`src/rtl/mac_merge_tx_scheduler_if.sv`:
```
// Byte-level handshake between the MAC merge scheduler, the eMAC/pMAC sources and the PHY byte strobe.
interface mac_merge_tx_scheduler_if;
    logic       txReady;
    logic       preemptEn;
    logic       eTxReq;
    logic       pTxReq;
    logic       eTxLast;
    logic       pTxLast;
    logic [1:0] txSel;
    logic [7:0] txCode;
    logic       eTxAck;
    logic       pTxAck;
    logic       txMcrc;
    logic [1:0] frameCnt;
    logic [1:0] fragCnt;

    modport master (
        output txReady, preemptEn, eTxReq, pTxReq, eTxLast, pTxLast,
        input  txSel, txCode, eTxAck, pTxAck, txMcrc, frameCnt, fragCnt
    );

    modport slave (
        input  txReady, preemptEn, eTxReq, pTxReq, eTxLast, pTxLast,
        output txSel, txCode, eTxAck, pTxAck, txMcrc, frameCnt, fragCnt
    );
endinterface

```
`src/rtl/mac_merge_tx_scheduler.sv`:
```
// Express/preemptable MAC merge transmit scheduler: picks the byte source per PHY byte cycle,
// fragments pMAC frames for pending express traffic and generates preamble/SMD/frag-count codes.
module mac_merge_tx_scheduler #(
    parameter int MIN_FRAG  = 60,
    parameter int IPG_BYTES = 12
) (
    input  logic clk,
    input  logic reset_n,
    mac_merge_tx_scheduler_if.slave tx
);
    typedef enum logic [3:0] {
        IDLE, E_PRE, E_SMD, E_DATA, P_PRE, P_SMD, P_FRAG, P_DATA, P_MCRC, IPG
    } state_e;

    localparam logic [7:0] MIN_FRAG_B = 8'(MIN_FRAG);
    localparam logic [7:0] IPG_LAST   = 8'(IPG_BYTES - 1);

    state_e     state_q, state_d;
    logic [7:0] cnt_q, cnt_d;
    logic [7:0] frag_byte_q, frag_byte_d, frag_byte_inc;
    logic       open_q, open_d;
    logic [1:0] frame_cnt_q, frame_cnt_d;
    logic [1:0] frag_cnt_q, frag_cnt_d;
    logic [1:0] sel_q, sel_d;
    logic [7:0] code_q, code_d;
    logic       mcrc_q, mcrc_d;
    logic       eack_q, eack_d;
    logic       pack_q, pack_d;

    // SMD-S and frag-count codes share one table
    function automatic logic [7:0] smd_s(input logic [1:0] idx);
        case (idx)
            2'd0:    return 8'hE6;
            2'd1:    return 8'h4C;
            2'd2:    return 8'h7F;
            default: return 8'hB3;
        endcase
    endfunction

    function automatic logic [7:0] smd_c(input logic [1:0] idx);
        case (idx)
            2'd0:    return 8'h61;
            2'd1:    return 8'h52;
            2'd2:    return 8'h9E;
            default: return 8'h2A;
        endcase
    endfunction

    assign frag_byte_inc = (frag_byte_q == 8'hFF) ? 8'hFF : frag_byte_q + 8'd1;

    always_comb begin
        state_d     = state_q;
        cnt_d       = cnt_q;
        frag_byte_d = frag_byte_q;
        open_d      = open_q;
        frame_cnt_d = frame_cnt_q;
        frag_cnt_d  = frag_cnt_q;
        if (tx.txReady) begin
            unique case (state_q)
                IDLE: begin
                    cnt_d = 8'd0;
                    if (tx.eTxReq)                state_d = E_PRE;
                    else if (tx.pTxReq || open_q) state_d = P_PRE;
                end
                E_PRE: begin
                    if (cnt_q == 8'd6) state_d = E_SMD;
                    else               cnt_d   = cnt_q + 8'd1;
                end
                E_SMD:  state_d = E_DATA;
                E_DATA: begin
                    if (tx.eTxLast) begin
                        state_d = IPG;
                        cnt_d   = 8'd0;
                    end
                end
                // a continuation fragment carries one preamble byte fewer
                P_PRE: begin
                    if (cnt_q == (open_q ? 8'd5 : 8'd6)) state_d = P_SMD;
                    else                                 cnt_d   = cnt_q + 8'd1;
                end
                P_SMD: begin
                    frag_byte_d = 8'd0;
                    if (open_q) begin
                        state_d = P_FRAG;
                    end else begin
                        state_d = P_DATA;
                        open_d  = 1'b1;
                    end
                end
                P_FRAG: begin
                    state_d     = P_DATA;
                    frag_byte_d = 8'd0;
                end
                P_DATA: begin
                    frag_byte_d = frag_byte_inc;
                    if (tx.pTxLast) begin
                        state_d     = IPG;
                        cnt_d       = 8'd0;
                        open_d      = 1'b0;
                        frame_cnt_d = frame_cnt_q + 2'd1;
                        frag_cnt_d  = 2'd0;
                    end else if (tx.eTxReq && tx.preemptEn && frag_byte_inc >= MIN_FRAG_B) begin
                        state_d = P_MCRC;
                        cnt_d   = 8'd0;
                    end
                end
                P_MCRC: begin
                    if (cnt_q == 8'd3) begin
                        state_d    = IPG;
                        cnt_d      = 8'd0;
                        frag_cnt_d = frag_cnt_q + 2'd1;
                    end else begin
                        cnt_d = cnt_q + 8'd1;
                    end
                end
                IPG: begin
                    if (cnt_q == IPG_LAST) state_d = IDLE;
                    else                   cnt_d   = cnt_q + 8'd1;
                end
                default: state_d = IDLE;
            endcase
        end
    end

    // Outputs are decoded from the next state so the registers line up with state_q
    always_comb begin
        sel_d  = 2'b00;
        code_d = 8'h00;
        mcrc_d = 1'b0;
        eack_d = 1'b0;
        pack_d = 1'b0;
        case (state_d)
            E_PRE, P_PRE: begin
                sel_d  = 2'b01;
                code_d = 8'h55;
            end
            E_SMD: begin
                sel_d  = 2'b01;
                code_d = 8'hD5;
            end
            P_SMD: begin
                sel_d  = 2'b01;
                code_d = open_d ? smd_c(frame_cnt_d) : smd_s(frame_cnt_d);
            end
            P_FRAG: begin
                sel_d  = 2'b01;
                code_d = smd_s(frag_cnt_d);
            end
            E_DATA: begin
                sel_d  = 2'b10;
                eack_d = 1'b1;
            end
            P_DATA: begin
                sel_d  = 2'b11;
                pack_d = 1'b1;
            end
            P_MCRC: begin
                sel_d  = 2'b11;
                mcrc_d = 1'b1;
            end
            default: ;
        endcase
    end

    always_ff @(posedge clk or negedge reset_n) begin
        if (!reset_n) begin
            state_q     <= IDLE;
            cnt_q       <= 8'd0;
            frag_byte_q <= 8'd0;
            open_q      <= 1'b0;
            frame_cnt_q <= 2'd0;
            frag_cnt_q  <= 2'd0;
            sel_q       <= 2'b00;
            code_q      <= 8'h00;
            mcrc_q      <= 1'b0;
            eack_q      <= 1'b0;
            pack_q      <= 1'b0;
        end else begin
            state_q     <= state_d;
            cnt_q       <= cnt_d;
            frag_byte_q <= frag_byte_d;
            open_q      <= open_d;
            frame_cnt_q <= frame_cnt_d;
            frag_cnt_q  <= frag_cnt_d;
            sel_q       <= sel_d;
            code_q      <= code_d;
            mcrc_q      <= mcrc_d;
            eack_q      <= eack_d;
            pack_q      <= pack_d;
        end
    end

    // Acks only count on a real byte cycle, so they are qualified by the strobe
    assign tx.txSel    = sel_q;
    assign tx.txCode   = code_q;
    assign tx.txMcrc   = mcrc_q;
    assign tx.eTxAck   = eack_q & tx.txReady;
    assign tx.pTxAck   = pack_q & tx.txReady;
    assign tx.frameCnt = frame_cnt_q;
    assign tx.fragCnt  = frag_cnt_q;
endmodule
```
`src/flat_wrapper.sv`:
```
// flat-port wrapper written by rule: the top's interface ports become plain ports
module mac_merge_tx_scheduler_flat 
#(
    parameter int MIN_FRAG  = 60,
    parameter int IPG_BYTES = 12
)
  (clk, reset_n, tx_txReady, tx_preemptEn, tx_eTxReq, tx_pTxReq, tx_eTxLast, tx_pTxLast, tx_txSel, tx_txCode, tx_eTxAck, tx_pTxAck, tx_txMcrc, tx_frameCnt, tx_fragCnt);
  mac_merge_tx_scheduler_if tx_i ();
  input  logic clk;
  input  logic reset_n;
  input wire logic [$bits(tx_i.txReady)-1:0] tx_txReady;
  input wire logic [$bits(tx_i.preemptEn)-1:0] tx_preemptEn;
  input wire logic [$bits(tx_i.eTxReq)-1:0] tx_eTxReq;
  input wire logic [$bits(tx_i.pTxReq)-1:0] tx_pTxReq;
  input wire logic [$bits(tx_i.eTxLast)-1:0] tx_eTxLast;
  input wire logic [$bits(tx_i.pTxLast)-1:0] tx_pTxLast;
  output wire logic [$bits(tx_i.txSel)-1:0] tx_txSel;
  output wire logic [$bits(tx_i.txCode)-1:0] tx_txCode;
  output wire logic [$bits(tx_i.eTxAck)-1:0] tx_eTxAck;
  output wire logic [$bits(tx_i.pTxAck)-1:0] tx_pTxAck;
  output wire logic [$bits(tx_i.txMcrc)-1:0] tx_txMcrc;
  output wire logic [$bits(tx_i.frameCnt)-1:0] tx_frameCnt;
  output wire logic [$bits(tx_i.fragCnt)-1:0] tx_fragCnt;
  assign tx_i.txReady = tx_txReady;
  assign tx_i.preemptEn = tx_preemptEn;
  assign tx_i.eTxReq = tx_eTxReq;
  assign tx_i.pTxReq = tx_pTxReq;
  assign tx_i.eTxLast = tx_eTxLast;
  assign tx_i.pTxLast = tx_pTxLast;
  assign tx_txSel = tx_i.txSel;
  assign tx_txCode = tx_i.txCode;
  assign tx_eTxAck = tx_i.eTxAck;
  assign tx_pTxAck = tx_i.pTxAck;
  assign tx_txMcrc = tx_i.txMcrc;
  assign tx_frameCnt = tx_i.frameCnt;
  assign tx_fragCnt = tx_i.fragCnt;
  mac_merge_tx_scheduler #(.MIN_FRAG(MIN_FRAG), .IPG_BYTES(IPG_BYTES)) u_core (.clk(clk), .reset_n(reset_n), .tx(tx_i));
endmodule
```
`config.mk`:
```
export PLATFORM = sky130hd
export DESIGN_NAME = mac_merge_tx_scheduler_flat
export DESIGN_NICKNAME = d
export VERILOG_FILES = /design/src/rtl/mac_merge_tx_scheduler_if.sv /design/src/rtl/mac_merge_tx_scheduler.sv /design/src/flat_wrapper.sv
export SDC_FILE = /design/constraint.sdc
export NUM_CORES = 1
export LEC_CHECK = 0
export ABC_AREA = 0
export CAP_MARGIN = 40
export CORE_UTILIZATION = 50
export DETAILED_ROUTE_END_ITERATION = 10
export GPL_ROUTABILITY_DRIVEN = 0
export PLACE_DENSITY = 0.81
export SYNTH_ARGS = -nofsm -noshare
export SYNTH_HDL_FRONTEND = slang
export SYNTH_SLANG_ARGS = --single-unit
export TNS_END_PERCENT = 30
```
`constraint.sdc`:
```
create_clock -name clk -period 3.2 [get_ports clk]
set_input_delay 0.48 -clock clk [delete_from_list [all_inputs] [get_ports clk]]
set_output_delay 0.48 -clock clk [all_outputs]
set_load 0.02 [all_outputs]
```
* Word-level counts from Yosys, hierarchy flattened *
Cells that the tools add are included.

storage, ports and cells
  word-level logic and storage cells = 105
  register bits after elaboration = 38

operators by class
  bitwise operators = 2
  eq/ne operators = 31
  order comparisons = 1
  muxes and demuxes = 42
  add/sub/neg operators = 4
  reduce and logical (&&, ||, !) cells = 14

operators by type and width
  cell                 number
  $mux 8               9
  $pmux 8 s3           3
  $pmux 8 s7           1
  $mux 4               10
  $pmux 4 s10          1
  $eq 4x3->1 const B   8
  $pmux 8 s4           1
  $add 8x1->8 const B  2
  $eq 4x2->1 const B   4
  $pmux 8 s2           1
  $mux 2               7
  $eq 4x4->1 const B   3
  $eq 4x1->1 const B   2
  $eq 8x2->1 const B   1
  $eq 8x3->1 const B   1
  $eq 8x4->1 const B   1
  $eq 8x8->1           1
  $eq 8x8->1 const B   1
  $ge 8x6->1 const B   1
  $ne 2x2->1 const B   4
  $reduce_and 7->1     1
  $reduce_bool 7->1    1
  $mux 1               6
  $pmux 2 s3           1
  other kinds (15)     23

* Logic depth before layout (Yosys ltp) *
Gate-level depths: netlist (run 1).

  depth after elaboration = 11
  gate-level depth with buffers = 13

* Least setup slack after synthesis (run 1) *
OpenSTA, ideal clock, no wires.

  kind = in2reg
  start point = input tx_txReady
  end point = register u_core.code_q[3], in the netlist u_core.tx.txCode[3]
  arrival time = 2.754 ns
  stages = 10
  path slack = 0.368 ns
  path buffers = 3
  path through = clkbuf_1 > clkbuf_1 > and3_1 > clkbuf_1 > nand3_1 > xnor2_1 > ha_1 > nand2_1 > or3b_2 > a21oi_1

on the way
  cells in the longest elaborated chain, start to end = 5

RTL lines
  item                                line                                                        text
  start: declaration                  flat_wrapper.sv:11                                          input wire logic [$bits(tx_i.txReady)-1:0] tx_txReady;
  $mux 2 *                            mac_merge_tx_scheduler.sv:58                                if (tx.txReady) begin
  named net u_core.frame_cnt_d[1]     mac_merge_tx_scheduler.sv:22                                logic [1:0] frame_cnt_q, frame_cnt_d;
  $eq 2x2->1 (tied with other cells)  mac_merge_tx_scheduler.sv:32, mac_merge_tx_scheduler.sv:41
  $pmux 8 s3 (on tied branches)       mac_merge_tx_scheduler.sv:32, mac_merge_tx_scheduler.sv:41
  $mux 8 *                            mac_merge_tx_scheduler.sv:143                               code_d = open_d ? smd_c(frame_cnt_d) : smd_s(frame_cnt_d);
  $pmux 8 s4 *                        mac_merge_tx_scheduler.sv:132                               case (state_d)
  named net u_core.code_d[3]          mac_merge_tx_scheduler.sv:25                                logic [7:0] code_q, code_d;
  end signal: assignment              mac_merge_tx_scheduler.sv:186                               code_q <= code_d;
  end: declaration                    mac_merge_tx_scheduler.sv:25

Mark *: on every way through the listed nets, which the timed path passes. The rest lies on a longest branch.
A chain may end at the register's enable or synchronous reset.

* Final worst setup path (run 1) *
  start point = register u_core.frag_byte_q[0]
  end point = register u_core.code_q[3], in the netlist u_core.tx.txCode[3]

on the way
  cells in the longest elaborated chain, start to end = 11

RTL lines
  item                                              line                           text
  start: declaration                                mac_merge_tx_scheduler.sv:20   logic [7:0] frag_byte_q, frag_byte_d, frag_byte_inc;
  start signal: assignment                          mac_merge_tx_scheduler.sv:181  frag_byte_q <= frag_byte_d;
  $add 8x1->8 / $eq 8x8->1 (equally long branches)  mac_merge_tx_scheduler.sv:49   assign frag_byte_inc = (frag_byte_q == 8'hFF) ? 8'hFF : frag_byte_q + 8'd1;
  $mux 8 *                                          mac_merge_tx_scheduler.sv:49
  $ge 8x6->1 *                                      mac_merge_tx_scheduler.sv:102  end else if (tx.eTxReq && tx.preemptEn && frag_byte_inc >= MIN_FRAG_B) begin
  $logic_and 1x1->1 *                               mac_merge_tx_scheduler.sv:102
  $mux 4 *                                          mac_merge_tx_scheduler.sv:102
  $mux 4 *                                          mac_merge_tx_scheduler.sv:96   if (tx.pTxLast) begin
  $pmux 4 s10 *                                     mac_merge_tx_scheduler.sv:59   unique case (state_q)
  $mux 4 *                                          mac_merge_tx_scheduler.sv:58
  $eq 4x1->1 / $eq 4x3->1 (equally long branches)   mac_merge_tx_scheduler.sv:132
  $reduce_or 2->1                                   mac_merge_tx_scheduler.sv:132
  $pmux 8 s4 *                                      mac_merge_tx_scheduler.sv:132
  named net u_core.code_d[3]                        mac_merge_tx_scheduler.sv:25

Marks and branches as above.

==> results of run 1 <==
[layer usage]
| metal | up-vias | share of wire (%) | GRT usage [%] |
|---|---|---|---|
| met5 | - | 0 | 0 |
| met4 | 0 | 0.95 | 9.37 |
| met3 | 6 | 5.8 | 5.25 |
| met2 | 102 | 46 | 36.8 |
| met1 | 1073 | 47 | 32.7 |
| li1 | 1099 | - | - |
[layout make-up]
type | count | area, um^2 | area share, %
Sequential cell | 38 | 951 | 32.4
Tap cell | 67 | 83.8 | 2.85
Inverter | 16 | 60.1 | 2.04
Multi-Input combinational cell | 225 | 1440 | 48.8
Clock buffer | 7 | 86.3 | 2.94
Timing Repair Buffer | 33 | 318 | 10.8
Clock inverter | 1 | 5.00 | 0.170
[cells by family after synthesis]
group                      share of synthesized area, %
and+or+nand+nor                                    26.7
AOI/OAI and AO/OA                                  22.5
DFF                                                37.9
buffers and inverters                              4.98
adders and majority gates                          6.48
xor gates and xnor gates                           1.05
muxes                                             0.399
[layout by cell type, fill, tap and decap left out, drive strengths merged, types with 7 or more instances in the layout]
cell type,n
dfrtp,38
nand2,29
nor2,27
o21ai,27
clkdlybuf4s50,23
a21oi,17
inv,16
ha,13
nand3,11
and2,9
and3,9
nand2b,9
buf,9
nor2b,7
clkbuf,7
[registers in the layout (all words and copies together), names as in the netlist]
name and cells:
u_core.tx.txSel 2, u_core.tx.fragCnt 2, u_core.tx.txMcrc 1, u_core.pack_q 1
u_core.state_q 4, u_core.open_q 1, u_core.tx.frameCnt 2, u_core.cnt_q 8
u_core.eack_q 1, u_core.tx.txCode 8, u_core.frag_byte_q 8
[how the worst min path moves through the flow]
stage	end	slack (ns)
final	u_core.cnt_q[7]	0.54
after detailed placement	u_core.cnt_q[7]	0.30
after CTS	u_core.cnt_q[7]	0.52
after floorplan	u_core.cnt_q[0]	0.18
after global routing	u_core.cnt_q[3]	0.54
after global placement	u_core.cnt_q[7]	0.53
[power breakdown]
part	total [W]	switching (W)	internal, W
registers	0.000772	0.000156	0.000616
clock network	0.000339	0.000165	0.000174
logic	0.00130	0.000754	0.000551
total	0.00242	0.00108	0.00134
[metrics by stage]
| step | cell area (um^2) | worst slack [ns] | instances | total power (W) | utilization (%) |
|---|---|---|---|---|---|
| floorplan | 2510 | 0.368 | 293 | 0.00165 | - |
| finish | 2940 | 0.251 | 387 | 0.00242 | 61.4 |
| detailed placement | 2840 | 0.177 | 378 | 0.00205 | 59.3 |
| CTS | 2940 | 0.158 | 387 | 0.00240 | 61.4 |
| global placement | 2820 | 0.310 | 377 | 0.00202 | 58.8 |
| global route | 2940 | 0.0881 | 387 | 0.00258 | 61.4 |
[what timing repair did]
item,in CTS,in global routing
hold endpoints to repair,3,0
endpoints found under the setup margin,0,1
hold buffers,1,0
resized for setup,0,1
==> flow_summary_export.csv, run 1 <==
group,metric,value,unit
critical_path,critPathMaxStageDelay,0.45,ns
critical_path,crit_chain,"ha_1, and3_1, a41oi_1, and2_1, o311ai_1, a221o_2, nand2b_2, or3b_2, a21oi_1",
power,p_per_area,822,nW/um^2
global_routing,grt_start_max_net_pins,36,
detailed_routing,drtAntennaViolNets,0,
synthesis,synthArstFlopShare,100,%
critical_path,timing.rr.start,"u_core.frag_byte_q[0]",
detailed_routing,wl_per_cell,15.3,um
synthesis,syn_area_per_cell,8.57,um^2
cells_and_area,fill_cells,414,
worst_hold_path,hold_class,"in -> async",
critical_path,worstSetupPathType,"reg -> reg",
global_routing,grt-ovfl-total,0,
cells_and_area,area_growth,17.1,%
critical_path,path_buf_inv,0,
die,rows,25,
synthesis,synthCells,293,
clock_tree,numCtsBuffers,5,
sta,min_period,2.95,ns
detailed_routing,route.detailed.drc,0,
sta,tns,0,ns
sta,fin_hold_ws,0.540,ns
sta,finClkSkew,0.00812,ns
sta,drv_slew,0,
synthesis,synth_ff_type,"dfrtp_1",
synthesis,synth_top_cells_by_area,"dfrtp_1, ha_1, o21ai_0, nand2_1, nor2_1",
placement,hpwl,4190,um
power,leakagePower,1.29,nW
die,io_pins,25,
die,die_area,5310,um^2
critical_path,cp-end-kind,"flip-flop",
critical_path,cp.arrival,3.17,ns
critical_path,crit_family,"simple AND/OR/NAND/NOR gates",
placement,io_buffer_count,24,
job,cap_violations,0,
clock_tree,path_clk_slew,0.08,ns
synthesis,yosys.area.top_type_share,37.9,%
synthesis,syn-cell-area,2510,um^2
global_routing,grt_pass1_wl,9640,um
critical_path,r2r-end,"u_core.tx.txCode[3]",
die,die_w,72.9,um
clock_tree,cts_htree_levels,2,
clock_tree,clk_latency,0.29,ns
clock_tree,cts_num_sinks,38,
clock_tree,cts_tree,"built",
synthesis,synth_edf_count,0,
cells_and_area,final_net_count,340,
die,initial_core_util,52.4,%
die,chipHeight,72.9,um
clock_tree,postCtsSetupRepairBufs,0,
critical_path,startpoint_type,"flip-flop",
synthesis,yosysMostFrequentCell,"dfrtp_1",
synthesis,synth_seq_cells,38,
sta,worst_pin_slew,0.510,ns
global_routing,antenna_found_initial,0,
global_routing,grt_pass1_vias,2083,
global_routing,track_usage,23.9,%
synthesis,synth_top_area_cell,"dfrtp_1",
synthesis,synth-seq-area-share,37.9,%
status,status,"finished clean",
synthesis,synth_common_cells,"dfrtp_1, nand2_1, nor2_1",
clock_tree,clockRootBuffer,"clkbuf_8",
critical_path,ff2ff_path_depth,9,
sta,timing.fmax,339,MHz
synthesis,synth_warnings,0,
sta,slew_headroom,65.8,%
power,peakVddDrop,465,uV
sta,post-route-period-util,92.1,%
critical_path,worst_path_max_delay_cell,"or3b_2",
detailed_routing,dr.pass1.iters,5,
sta,hold_viol,0,
critical_path,endpoint,"u_core.tx.txCode[3]",
sta,rsz0062_at_grt,"no",
critical_path,critical_path_required,3.42,ns
critical_path,reg2reg_setup_slack,0.25,ns
detailed_routing,totalWireLength,5900,um
clock_tree,cts_buffer_depth,2,
detailed_routing,via_per_inst,5.89,
synthesis,postSynthNetCount,314,
synthesis,ys_types,62,
critical_path,worstPathMaxFanout,9,
cells_and_area,drive_gt1_share,8.75,%
detailed_routing,via_count,2280,
cells_and_area,antenna_cells,0,
detailed_routing,drtIter0Drc,214,
critical_path,critPathLaunch,"u_core.frag_byte_q[0]",
sta,finalSetupViolations,0,
die,coreArea,4790,um^2
critical_path,cp_num_cells,9,
No activity file was read; power rests on OpenSTA's default activity.
==> run 2: changes to the inputs <==
--- a/config.mk
+++ b/config.mk
@@ -7,10 +7,10 @@
 export LEC_CHECK = 0
 export ABC_AREA = 0
 export CAP_MARGIN = 40
-export CORE_UTILIZATION = 50
+export CORE_UTILIZATION = 55
 export DETAILED_ROUTE_END_ITERATION = 10
 export GPL_ROUTABILITY_DRIVEN = 0
-export PLACE_DENSITY = 0.81
+export PLACE_DENSITY = 0.87
 export SYNTH_ARGS = -nofsm -noshare
 export SYNTH_HDL_FRONTEND = slang
 export SYNTH_SLANG_ARGS = --single-unit
==> run 2 against run 1 <==
Effect of this change: design area increased by 0.60%; critical path type unchanged; clock-buffer cell count shrank 2; worst setup slack worse by 0.028 ns; utilization is 6.0 points higher; combinational power barely moved; sequential power fell by 0.8%; sequential share of layout area is 0.19 points lower.
==> flow_summary_export.csv, run 2 (synthesis results as in run 1) <==
group,metric,value,unit
critical_path,startpoint_type,"flip-flop",
cells_and_area,antenna_cells,0,
detailed_routing,drtIter0Drc,186,
sta,hold_viol,0,
cells_and_area,area_growth,17.8,%
sta,finClkSkew,0.00511,ns
clock_tree,cts_htree_levels,2,
critical_path,critPathLaunch,"u_core.frag_byte_q[0]",
sta,worst_pin_slew,0.651,ns
cells_and_area,multiInputGateArea,1440,um^2
sta,timing.fmax,336,MHz
clock_tree,ctsHoldBuffers,0,
detailed_routing,drtAntennaViolNets,0,
cells_and_area,fin_area,2960,um^2
status,status,"finished clean",
die,die_area,4840,um^2
critical_path,cp-end-kind,"flip-flop",
sta,drv_slew,0,
global_routing,track_usage,25.4,%
clock_tree,numCtsBuffers,5,
placement,io_buffer_count,24,
sta,slew_headroom,56.6,%
placement,dpl.cell_count,362,
cells_and_area,final_common_cell,"dfrtp_1",
job,cap_violations,0,
placement,preCtsSetupSlack,0.180,ns
clock_tree,clockRootBuffer,"clkbuf_8",
die,rows,24,
global_routing,grt_pass1_vias,2173,
critical_path,endpoint,"u_core.tx.txCode[3]",
global_routing,grt-ovfl-total,0,
worst_hold_path,hold_class,"in -> async",
sta,post-route-period-util,93.0,%
placement,placed_area,2820,um^2
detailed_routing,dr.pass1.iters,4,
cells_and_area,final_cell_mix,"dfrtp_1, nand2_1, nor2_1",
cells_and_area,drive_gt1_share,8.81,%
die,io_pins,25,
detailed_routing,via_per_inst,6.08,
sta,min_period,2.98,ns
power,leakagePower,1.30,nW
power,peakVddDrop,550,uV
power,p_per_area,860,nW/um^2
placement,hpwl,4030,um
critical_path,ff2ff_path_depth,9,
sta,finalSetupViolations,0,
critical_path,timing.rr.start,"u_core.frag_byte_q[0]",
critical_path,cp.arrival,3.20,ns
detailed_routing,via_count,2250,
cells_and_area,regArea,951,um^2
sta,worst_slack,0.223,ns
clock_tree,clk_latency,0.30,ns
detailed_routing,route.detailed.drc,0,
cells_and_area,fin_util,67.4,%
global_routing,antenna_found_initial,0,
die,chipHeight,69.6,um
sta,fin_hold_ws,0.101,ns
global_routing,grt_start_max_net_pins,24,
critical_path,reg2reg_setup_slack,0.22,ns
global_routing,grt_pass1_wl,9870,um
clock_tree,cts_tree,"built",
die,die_w,69.6,um
clock_tree,postCtsSetupRepairBufs,0,
die,coreArea,4380,um^2
clock_tree,path_clk_slew,0.08,ns
critical_path,worstPathMaxFanout,9,
critical_path,critical_path_required,3.43,ns
cells_and_area,finalNonFillerCells,370,
die,initial_core_util,57.2,%
detailed_routing,totalWireLength,5640,um
clock_tree,cts_buffer_depth,2,
cells_and_area,fill_cells,334,
clock_tree,cts_num_sinks,38,
critical_path,worstSetupPathType,"reg -> reg",
critical_path,r2r-end,"u_core.tx.txCode[3]",
detailed_routing,wl_per_cell,15.2,um
cells_and_area,final_net_count,338,
==> run 2: per-stage QoR <==
step           TNS [ns]  total power [W]
3_3_place_gp          0          0.00199
4_1_cts               0          0.00253
6_report              0          0.00254
5_1_grt         -0.0346          0.00273
2_1_floorplan         0          0.00165
3_5_place_dp          0          0.00202
==> run 2: metal layers <==
metal	track usage, %	up-vias	part of all wire [%]
li1	-	1090	-
met1	35.0	1071	45
met2	39.6	80	48
met3	4.22	9	5.2
met4	11.1	0	1.7
met5	0	-	0
==> run 2: layout make-up <==
class                   instances  area share, %
multi-input cells             225           48.5
well taps                      52           2.20
repair buffers                 31           10.4
clock inverters                 3           2.33
clock buffers                   5           2.33
flip-flops and latches         38           32.2
inverters                      16           2.03
==> run 2: timing repair <==
item / in CTS / in global routing
hold endpoints to repair: 0 / 0
endpoints found under the setup margin: 0 / 1
resized for setup: 0 / 1
==> run 2: worst max-delay path: stages, from the launching register on <==
cell      delay, ns
dfrtp_1        0.44
ha_1           0.30
and3_1         0.29
a41oi_1        0.19
and2_1         0.19
o311ai_1       0.39
a221o_2        0.35
nand2b_2       0.14
or3b_2         0.46
a21oi_1        0.15
==> run 2: how the worst min path moves through the flow <==
stage	from	endpoint	slack [ns]	cells after the start
floorplan	reset_n	u_core.cnt_q[0]	0.18	0
global placement	u_core.cnt_q[7]	u_core.cnt_q[7]	0.52	1
detailed placement	reset_n	u_core.tx.fragCnt[1]	0.44	1
finish	reset_n	u_core.cnt_q[3]	0.10	1
CTS	reset_n	u_core.cnt_q[2]	0.12	1
global route	reset_n	u_core.cnt_q[2]	0.13	1
==> run 2: report_power, final <==
part / internal [W] / switching (W)
Clock: 0.000312 / 0.000183
Sequential: 0.000616 / 0.000150
Combinational: 0.000539 / 0.000743
